--- config.mk ---
export PLATFORM = sky130hd
export DESIGN_NAME = prog_sequencer_flat
export DESIGN_NICKNAME = d
export VERILOG_FILES = /design/src/rtl/prog_sequencer_if.sv /design/src/rtl/prog_sequencer.sv /design/src/flat_wrapper.sv
export SDC_FILE = /design/constraint.sdc
export NUM_CORES = 1
export LEC_CHECK = 0
export ABC_CLOCK_PERIOD_IN_PS = 2200
export CORE_UTILIZATION = 30
export DETAILED_ROUTE_END_ITERATION = 8
export PLACE_DENSITY = 0.66
export SETUP_SLACK_MARGIN = 0.05
export SYNTH_ARGS = -nofsm -noshare
export SYNTH_HDL_FRONTEND = slang
export SYNTH_SLANG_ARGS = --single-unit
--- constraint.sdc ---
create_clock -name clk -period 2.2 [get_ports clk]
set_input_delay 0.22 -clock clk [delete_from_list [all_inputs] [get_ports clk]]
set_output_delay 0.22 -clock clk [all_outputs]
set_load 0.01 [all_outputs]
--- src/rtl/prog_sequencer_if.sv ---
// Handshake and status bundle between the program sequencer and the core/fetch side.
// The master modport is the sequencer; the slave modport is the core it controls.
interface prog_sequencer_if;
   logic        go;
   logic        done;
   logic        fetch_start;
   logic        load_en;
   logic [9:0]  load_addr;
   logic [1:0]  prog_idx;
   logic        busy;
   logic        ack;
   logic [15:0] cycle_count;
   logic        timed_out;

   modport master (
      input  go, done,
      output fetch_start, load_en, load_addr, prog_idx, busy, ack, cycle_count, timed_out
   );

   modport slave (
      output go, done,
      input  fetch_start, load_en, load_addr, prog_idx, busy, ack, cycle_count, timed_out
   );
endinterface

--- src/rtl/prog_sequencer.sv ---
// Launches three resident programs in rotation: load PC, hold until Go is released,
// run until Done or a cycle-limit timeout, then acknowledge and advance the index.
module prog_sequencer #(
   parameter logic [9:0]  BASE0   = 10'd0,
   parameter logic [9:0]  BASE1   = 10'd256,
   parameter logic [9:0]  BASE2   = 10'd512,
   parameter logic [15:0] TIMEOUT = 16'hFFFF
) (
   input  logic               clk,
   input  logic               reset,
   prog_sequencer_if.master   bus
);

   typedef enum logic [2:0] {
      IDLE   = 3'd0,
      LOAD   = 3'd1,
      HOLD   = 3'd2,
      RUN    = 3'd3,
      FINISH = 3'd4
   } state_t;

   state_t      state_q, state_d;
   logic [1:0]  prog_idx_q, prog_idx_d;
   logic [15:0] cycle_count_q, cycle_count_d;
   logic        timed_out_q, timed_out_d;
   logic        fetch_start_q, fetch_start_d;
   logic        load_en_q, load_en_d;
   logic        busy_q, busy_d;
   logic        ack_q, ack_d;
   logic [9:0]  load_addr_s;

   // Next-state and next-output computation; outputs are registered from the next state.
   always_comb begin
      state_d       = state_q;
      prog_idx_d    = prog_idx_q;
      cycle_count_d = cycle_count_q;
      timed_out_d   = timed_out_q;
      case (state_q)
         IDLE: begin
            if (bus.go) state_d = LOAD;
            else        state_d = IDLE;
         end
         LOAD: begin
            state_d       = HOLD;
            cycle_count_d = 16'd0;
            timed_out_d   = 1'b0;
         end
         HOLD: begin
            if (bus.go) state_d = HOLD;
            else        state_d = RUN;
         end
         RUN: begin
            // Saturate at the limit so the count never wraps, even when Done coincides.
            if (cycle_count_q != TIMEOUT) cycle_count_d = cycle_count_q + 16'd1;
            else                          cycle_count_d = cycle_count_q;
            if (bus.done) begin
               state_d     = FINISH;
               timed_out_d = 1'b0;
            end else if (cycle_count_q == TIMEOUT) begin
               state_d     = FINISH;
               timed_out_d = 1'b1;
            end else begin
               state_d     = RUN;
            end
         end
         FINISH: begin
            state_d = IDLE;
            if (prog_idx_q >= 2'd2) prog_idx_d = 2'd0;
            else                    prog_idx_d = prog_idx_q + 2'd1;
         end
         default: begin
            state_d = IDLE;
         end
      endcase
      fetch_start_d = (state_d != RUN);
      load_en_d     = (state_d == LOAD);
      busy_d        = (state_d != IDLE);
      ack_d         = (state_d == FINISH);
   end

   // Single state/output register bank with synchronous reset.
   always_ff @(posedge clk) begin
      if (reset) begin
         state_q       <= IDLE;
         prog_idx_q    <= 2'd0;
         cycle_count_q <= 16'd0;
         timed_out_q   <= 1'b0;
         fetch_start_q <= 1'b1;
         load_en_q     <= 1'b0;
         busy_q        <= 1'b0;
         ack_q         <= 1'b0;
      end else begin
         state_q       <= state_d;
         prog_idx_q    <= prog_idx_d;
         cycle_count_q <= cycle_count_d;
         timed_out_q   <= timed_out_d;
         fetch_start_q <= fetch_start_d;
         load_en_q     <= load_en_d;
         busy_q        <= busy_d;
         ack_q         <= ack_d;
      end
   end

   // Base address decode; the unused index falls back to program 0.
   always_comb begin
      case (prog_idx_q)
         2'd0:    load_addr_s = BASE0;
         2'd1:    load_addr_s = BASE1;
         2'd2:    load_addr_s = BASE2;
         default: load_addr_s = BASE0;
      endcase
   end

   assign bus.fetch_start = fetch_start_q;
   assign bus.load_en     = load_en_q;
   assign bus.load_addr   = load_addr_s;
   assign bus.prog_idx    = prog_idx_q;
   assign bus.busy        = busy_q;
   assign bus.ack         = ack_q;
   assign bus.cycle_count = cycle_count_q;
   assign bus.timed_out   = timed_out_q;

endmodule

--- src/flat_wrapper.sv ---
// flat-port wrapper written by rule: the top's interface ports become plain ports
module prog_sequencer_flat 
#(
   parameter logic [9:0]  BASE0   = 10'd0,
   parameter logic [9:0]  BASE1   = 10'd256,
   parameter logic [9:0]  BASE2   = 10'd512,
   parameter logic [15:0] TIMEOUT = 16'hFFFF
)
  (clk, reset, bus_go, bus_done, bus_fetch_start, bus_load_en, bus_load_addr, bus_prog_idx, bus_busy, bus_ack, bus_cycle_count, bus_timed_out);
  prog_sequencer_if bus_i ();
  input  logic clk;
  input  logic reset;
  input wire logic [$bits(bus_i.go)-1:0] bus_go;
  input wire logic [$bits(bus_i.done)-1:0] bus_done;
  output wire logic [$bits(bus_i.fetch_start)-1:0] bus_fetch_start;
  output wire logic [$bits(bus_i.load_en)-1:0] bus_load_en;
  output wire logic [$bits(bus_i.load_addr)-1:0] bus_load_addr;
  output wire logic [$bits(bus_i.prog_idx)-1:0] bus_prog_idx;
  output wire logic [$bits(bus_i.busy)-1:0] bus_busy;
  output wire logic [$bits(bus_i.ack)-1:0] bus_ack;
  output wire logic [$bits(bus_i.cycle_count)-1:0] bus_cycle_count;
  output wire logic [$bits(bus_i.timed_out)-1:0] bus_timed_out;
  assign bus_i.go = bus_go;
  assign bus_i.done = bus_done;
  assign bus_fetch_start = bus_i.fetch_start;
  assign bus_load_en = bus_i.load_en;
  assign bus_load_addr = bus_i.load_addr;
  assign bus_prog_idx = bus_i.prog_idx;
  assign bus_busy = bus_i.busy;
  assign bus_ack = bus_i.ack;
  assign bus_cycle_count = bus_i.cycle_count;
  assign bus_timed_out = bus_i.timed_out;
  prog_sequencer #(.BASE0(BASE0), .BASE1(BASE1), .BASE2(BASE2), .TIMEOUT(TIMEOUT)) u_core (.clk(clk), .reset(reset), .bus(bus_i));
endmodule
---- Word level (Yosys, flattened, before mapping) ----
Cells that the tools add are included.
storage, ports and cells
  bits in registers ....................... 26
  logic and storage cells ................. 41
  output and inout bits ................... 33
  input port bits ......................... 4
operators by class
  add/subtract/negate cells ............... 2
  mux-type cells .......................... 12
  magnitude comparators ................... 1
  reduce and logical (&&, ||, !) cells .... 5
  equal/unequal tests ..................... 13
operators with widths
  cell                     count
  $pmux W16 S2             1
  $pmux W10 S2             1
  $add A16 B1 Y16 const B  1
  $eq A16 B16 Y1 const B   1
  $mux W16                 1
  $ne A16 B16 Y1 const B   1
  $pmux W3 S4              1
  $eq A3 B1 Y1 const B     2
  $eq A3 B2 Y1 const B     2
  $eq A3 B3 Y1 const B     2
  $mux W3                  2
  $ne A3 B2 Y1 const B     2
  $mux W1                  4
  $reduce_and A2 Y1        2
  $logic_not A3 Y1         1
  $reduce_bool A3 Y1       1
  $add A2 B1 Y2 const B    1
  $eq A2 B1 Y1 const B     1
  $eq A2 B2 Y1 const B     1
  $ge A2 B2 Y1 const B     1
  $mux W2                  1
  $ne A2 B1 Y1 const B     1
  $pmux W1 S2              1
  $reduce_bool A2 Y1       1

---- Logic depth before layout (Yosys ltp) ----
  depth in word-level cells ............... 5
  gate-level depth with buffers ........... 6
  depth with buffers taken out ............ 5

---- Worst setup path before layout ----
Ideal clock, no wire load.
  path type ............................... flip-flop to flip-flop
  start point ............................. reg u_core.cycle_count_q[0] (netlist: u_core.bus.cycle_count[0])
  end point ............................... reg u_core.state_q[0]
  data required time ...................... 2.085 ns
  library setup time ...................... 0.115 ns
  arrival time ............................ 1.629 ns
  path buffers ............................ 0
  clock period less this slack ............ 1.744 ns
  cell stages (with the launch flop) ...... 6
  path slack .............................. 0.456 ns
  cells stage by stage .................... dfxtp_1 -> ha_1 -> nand4_1 -> or4_4 -> and2_4 -> o21a_1
between the ends
  longest elaborated chain between the ends .. 4
RTL lines
  what                    line                  text
  start, declared         prog_sequencer.sv:24  logic [15:0] cycle_count_q, cycle_count_d;
  start signal, assigned  prog_sequencer.sv:95  cycle_count_q <= cycle_count_d;
  $eq A16 B16 Y1          prog_sequencer.sv:59  end else if (cycle_count_q == TIMEOUT) begin
  $mux W3                 prog_sequencer.sv:59
  $mux W3                 prog_sequencer.sv:56  if (bus.done) begin
  $pmux W3 S4             prog_sequencer.sv:38  case (state_q)
  end signal, assigned    prog_sequencer.sv:93  state_q <= state_d;
  end, declared           prog_sequencer.sv:22  state_t state_q, state_d;
No other way between the ends.
A chain may end at the register's enable or synchronous reset.

---- Final worst setup path ----
Same ends and word-level chain as after synthesis.

==> out/qor.log <==
[yosys] EDFF count, synth 0
[floorplanning] number of cell rows 23
[global_routing] GR met1 Demand/Resource 19.8%
[yosys] proportion of synthesized flip-flops having asynchronous set or reset 0%
[yosys] compound-gate portion of the synthesized area 18.5%
[clock_network] worst skew pair latency 0.27 ns
[pwr] overall power consumption 1.04 mW
[yosys] most common library cells after synthesis sky130_fd_sc_hd__dfxtp_1, sky130_fd_sc_hd__a21oi_1, sky130_fd_sc_hd__nand2_1
[routing] detailed-route vias per instance 5.18
[yosys] number of warnings issued by yosys 0
[job] number of maximum-capacitance violations 0
[final_layout] ratio of cells with drive above 1 in the final layout 8.24%
[clock_network] clock sinks 26
[worst_setup_path] Data arrival, critical path 1.97 ns
[global_routing] antenna violations before repair 0
[yosys] fraction of synthesized cell area in xor and xnor cells 1.34%
[placement] routability cong. 0.763
[floorplanning] initial core utilization 32.0%
[worst_setup_path] worst setup path startpoint u_core.bus.cycle_count[0]
[global_routing] met2 layer usage reported by global route 21.1%
[clock_network] clk slew on worst S/H paths 0.09 ns
[worst_setup_path] critical path type reg2reg
[routing] Detailed Routing Iterations Pass 1 4
[worst_setup_path] critical register-to-register path startpoint u_core.bus.cycle_count[0]
[clock_network] TritonCTS clock tree yes
[routing] via count of the routed design 1201
[clock_network] number of setup buffers added after CTS 0
[clock_network] count of instances resized after the clock tree is built 0
[floorplanning] width of the die 68.0 um
[yosys] Cell Area, Synth 0.00131 mm^2
[yosys] most used flip-flop cell after synthesis sky130_fd_sc_hd__dfxtp_1
[final_layout] Syn-to-layout area delta 29.6%
[routing] starting DRC count in detailed routing 64
[yosys] count of mapped cells out of synthesis 152
[clock_network] clock buffer depth 2
[sta] RSZ-0062 raised after global routing no
[global_routing] largest net degree at the start of global routing 16
[routing] final wirelength 2.89 mm
[worst_setup_path] register-to-register setup slack 0.40 ns
[sta] clock skew 0.00235 ns
[clock_network] root cell of the clock tree sky130_fd_sc_hd__clkbuf_8
[worst_setup_path] Critical Path Sink u_core.state_q[0]
[sta] minimum clock period 1.80 ns
[yosys] cell type with the largest total area after synthesis sky130_fd_sc_hd__dfxtp_1
[final_layout] final antenna diode count 0
[sta] hold slack 0.495 ns
[placement] Port Buffer Count 28
[run_status] status finished, final reports clean
[global_routing] Remaining Overflow, GRT 0
[sta] Post-Route Setup TNS 0 ns
[yosys] sequential element share of the synthesized area 39.8%
[worst_setup_path] R2R cell count 5
[final_layout] fin cells 232
[global_routing] total global-route track usage 13.9%
[yosys] top cells by area, synth sky130_fd_sc_hd__dfxtp_1, sky130_fd_sc_hd__a21oi_1, sky130_fd_sc_hd__buf_4
[sta] final hold vios 0
[yosys] most numerous cell in the Yosys netlist sky130_fd_sc_hd__dfxtp_1
[floorplanning] die height 68.0 um
[yosys] number of synthesized register bits 26
[global_routing] layer with the highest usage after global routing met2
[floorplanning] area inside the core boundary 0.00409 mm^2
[sta] # setup viols final 0
[worst_setup_path] required arrival time at the worst endpoint 2.37 ns
[worst_setup_path] CP Capture Type register
[floorplanning] total I/O pin count 37
[worst_setup_path] maximum fanout along the worst path 5
[worst_setup_path] crit path launch type register
[global_routing] met3 track utilization from global routing 2.00%
[routing] average wire per cell in the routed design 12.4 um
[global_routing] global-route wire length before repair 4.92 mm
[pwr] Worst IR Drop VDD 0.337 mV
[sta] final-report max-slew violation count 0
[global_routing] vias in the first global route 1077
[yosys] largest family of logic cells by synthesized area simple AND/OR/NAND/NOR gates
[routing] DRC Markers 0
[yosys] portion of netlist area occupied by mux cells 0%
[clock_network] number of buffers added by the clock tree synthesis step 3
[pwr] leakage 0.573 nW
[yosys] Avg Cell Area, Syn 8.59 um^2
[worst_hold_path] class of the worst hold path reg2reg
[yosys] Synth top area share 39.8%
[placement] placed insts 228
[pwr] Cell Pwr Density 614 mW/mm^2
[yosys] distinct cell type count of the synthesized netlist 36
[yosys] basic-gate share of the synthesized area counting and, or, nand and nor cells 31.5%
[clock_network] Max H-tree Level 1
[routing] Post-DRT Antenna Nets 0
[placement] HPWL after detailed placement 2.09 mm
[yosys] Synth Area in Adders 0.958%
[sta] ratio of final minimum period to clock period 81.6%
[worst_setup_path] destination of the worst register-to-register timing path u_core.state_q[0]
[sta] f_max 557 MHz
[final_layout] number of nets in the finished design 188
[floorplanning] die outline area 0.00462 mm^2
[clock_network] hold buffers post-CTS 0
==> state kept, by name, summed over array words and instances, names as in the netlist <==
register and flops:
u_core.bus.busy 1, u_core.bus.load_en 1, u_core.bus.fetch_start 1, u_core.bus.prog_idx 2, u_core.bus.ack 1, u_core.bus.timed_out 1
u_core.bus.cycle_count 16, u_core.state_q 3
==> final cells by class <==
type | count | area (um^2)
fill | 428 | 2390
multi-input combinational | 117 | 713
inverter | 2 | 7.51
sequential | 26 | 520
clock inverter | 1 | 30.0
clock buffer | 3 | 41.3
tap | 50 | 62.6
timing repair buffer | 33 | 318
==> cell families after synthesis <==
logic type               count (synthesis)
AND/OR/NAND/NOR                         66
XOR/XNOR                                 2
AO/OA/AOI/OAI                           40
adder cells (fa/ha/maj)                  1
flip-flops                              26
buffers and inverters                   16
other                                    1
==> critical path: stages (launching register included) <==
cell,delay (ns)
sky130_fd_sc_hd__dfxtp_1,0.39
sky130_fd_sc_hd__ha_1,0.23
sky130_fd_sc_hd__nand4_1,0.20
sky130_fd_sc_hd__or4_4,0.55
sky130_fd_sc_hd__and2_4,0.16
sky130_fd_sc_hd__o21a_1,0.17
==> stage by stage <==
stage          util, %  setup WS (ns)  cell area [um^2]
3_5_place_dp      39.7          0.428              1620
4_1_cts           41.4          0.402              1690
2_1_floorplan        -          0.456              1330
6_report          41.4          0.405              1690
3_3_place_gp      39.7          0.468              1620
5_1_grt           41.4          0.328              1690
==> how the worst min path moves through the flow <==
stage | slack [ns] | from | cells after the start | endpoint
after global placement | 0.47 | u_core.bus.timed_out | 2 | u_core.bus.timed_out
after detailed placement | 0.48 | u_core.bus.timed_out | 2 | u_core.bus.timed_out
after floorplan | 0.34 | bus_go | 1 | u_core.bus.busy
after global routing | 0.53 | u_core.bus.timed_out | 2 | u_core.bus.timed_out
final | 0.49 | u_core.bus.timed_out | 2 | u_core.bus.timed_out
after CTS | 0.50 | u_core.bus.prog_idx[1] | 2 | u_core.bus.prog_idx[1]
==> where the power goes <==
part	internal [mW]	switching [mW]
Clock	0.243	0.148
Combinational	0.0563	0.0755
Sequential	0.489	0.0269
==> routing by layer <==
layer	vias to the layer above	share of wire [%]
li1	616	-
met1	561	53
met2	24	44
met3	0	3.3
met4	0	0
met5	-	0
==> cells in the final DEF (no fill, tap or decap), types with 2 or more instances in the layout <==
cell and count:
sky130_fd_sc_hd__a21oi_1 18, sky130_fd_sc_hd__and3_1 4, sky130_fd_sc_hd__buf_4 5, sky130_fd_sc_hd__clkbuf_8 3
sky130_fd_sc_hd__clkdlybuf4s50_1 28, sky130_fd_sc_hd__conb_1 8, sky130_fd_sc_hd__dfxtp_1 26, sky130_fd_sc_hd__inv_1 2
sky130_fd_sc_hd__nand2_1 13, sky130_fd_sc_hd__nand3_1 3, sky130_fd_sc_hd__nand4_1 6, sky130_fd_sc_hd__nor2_1 7
sky130_fd_sc_hd__nor2b_1 3, sky130_fd_sc_hd__nor3_1 5, sky130_fd_sc_hd__o21ai_0 7, sky130_fd_sc_hd__o311ai_0 2
sky130_fd_sc_hd__o31ai_1 8, sky130_fd_sc_hd__o41ai_1 2, sky130_fd_sc_hd__or3_1 6, sky130_fd_sc_hd__or4_1 8
sky130_fd_sc_hd__xnor2_1 2
No activity file was read; power rests on OpenSTA's default activity.
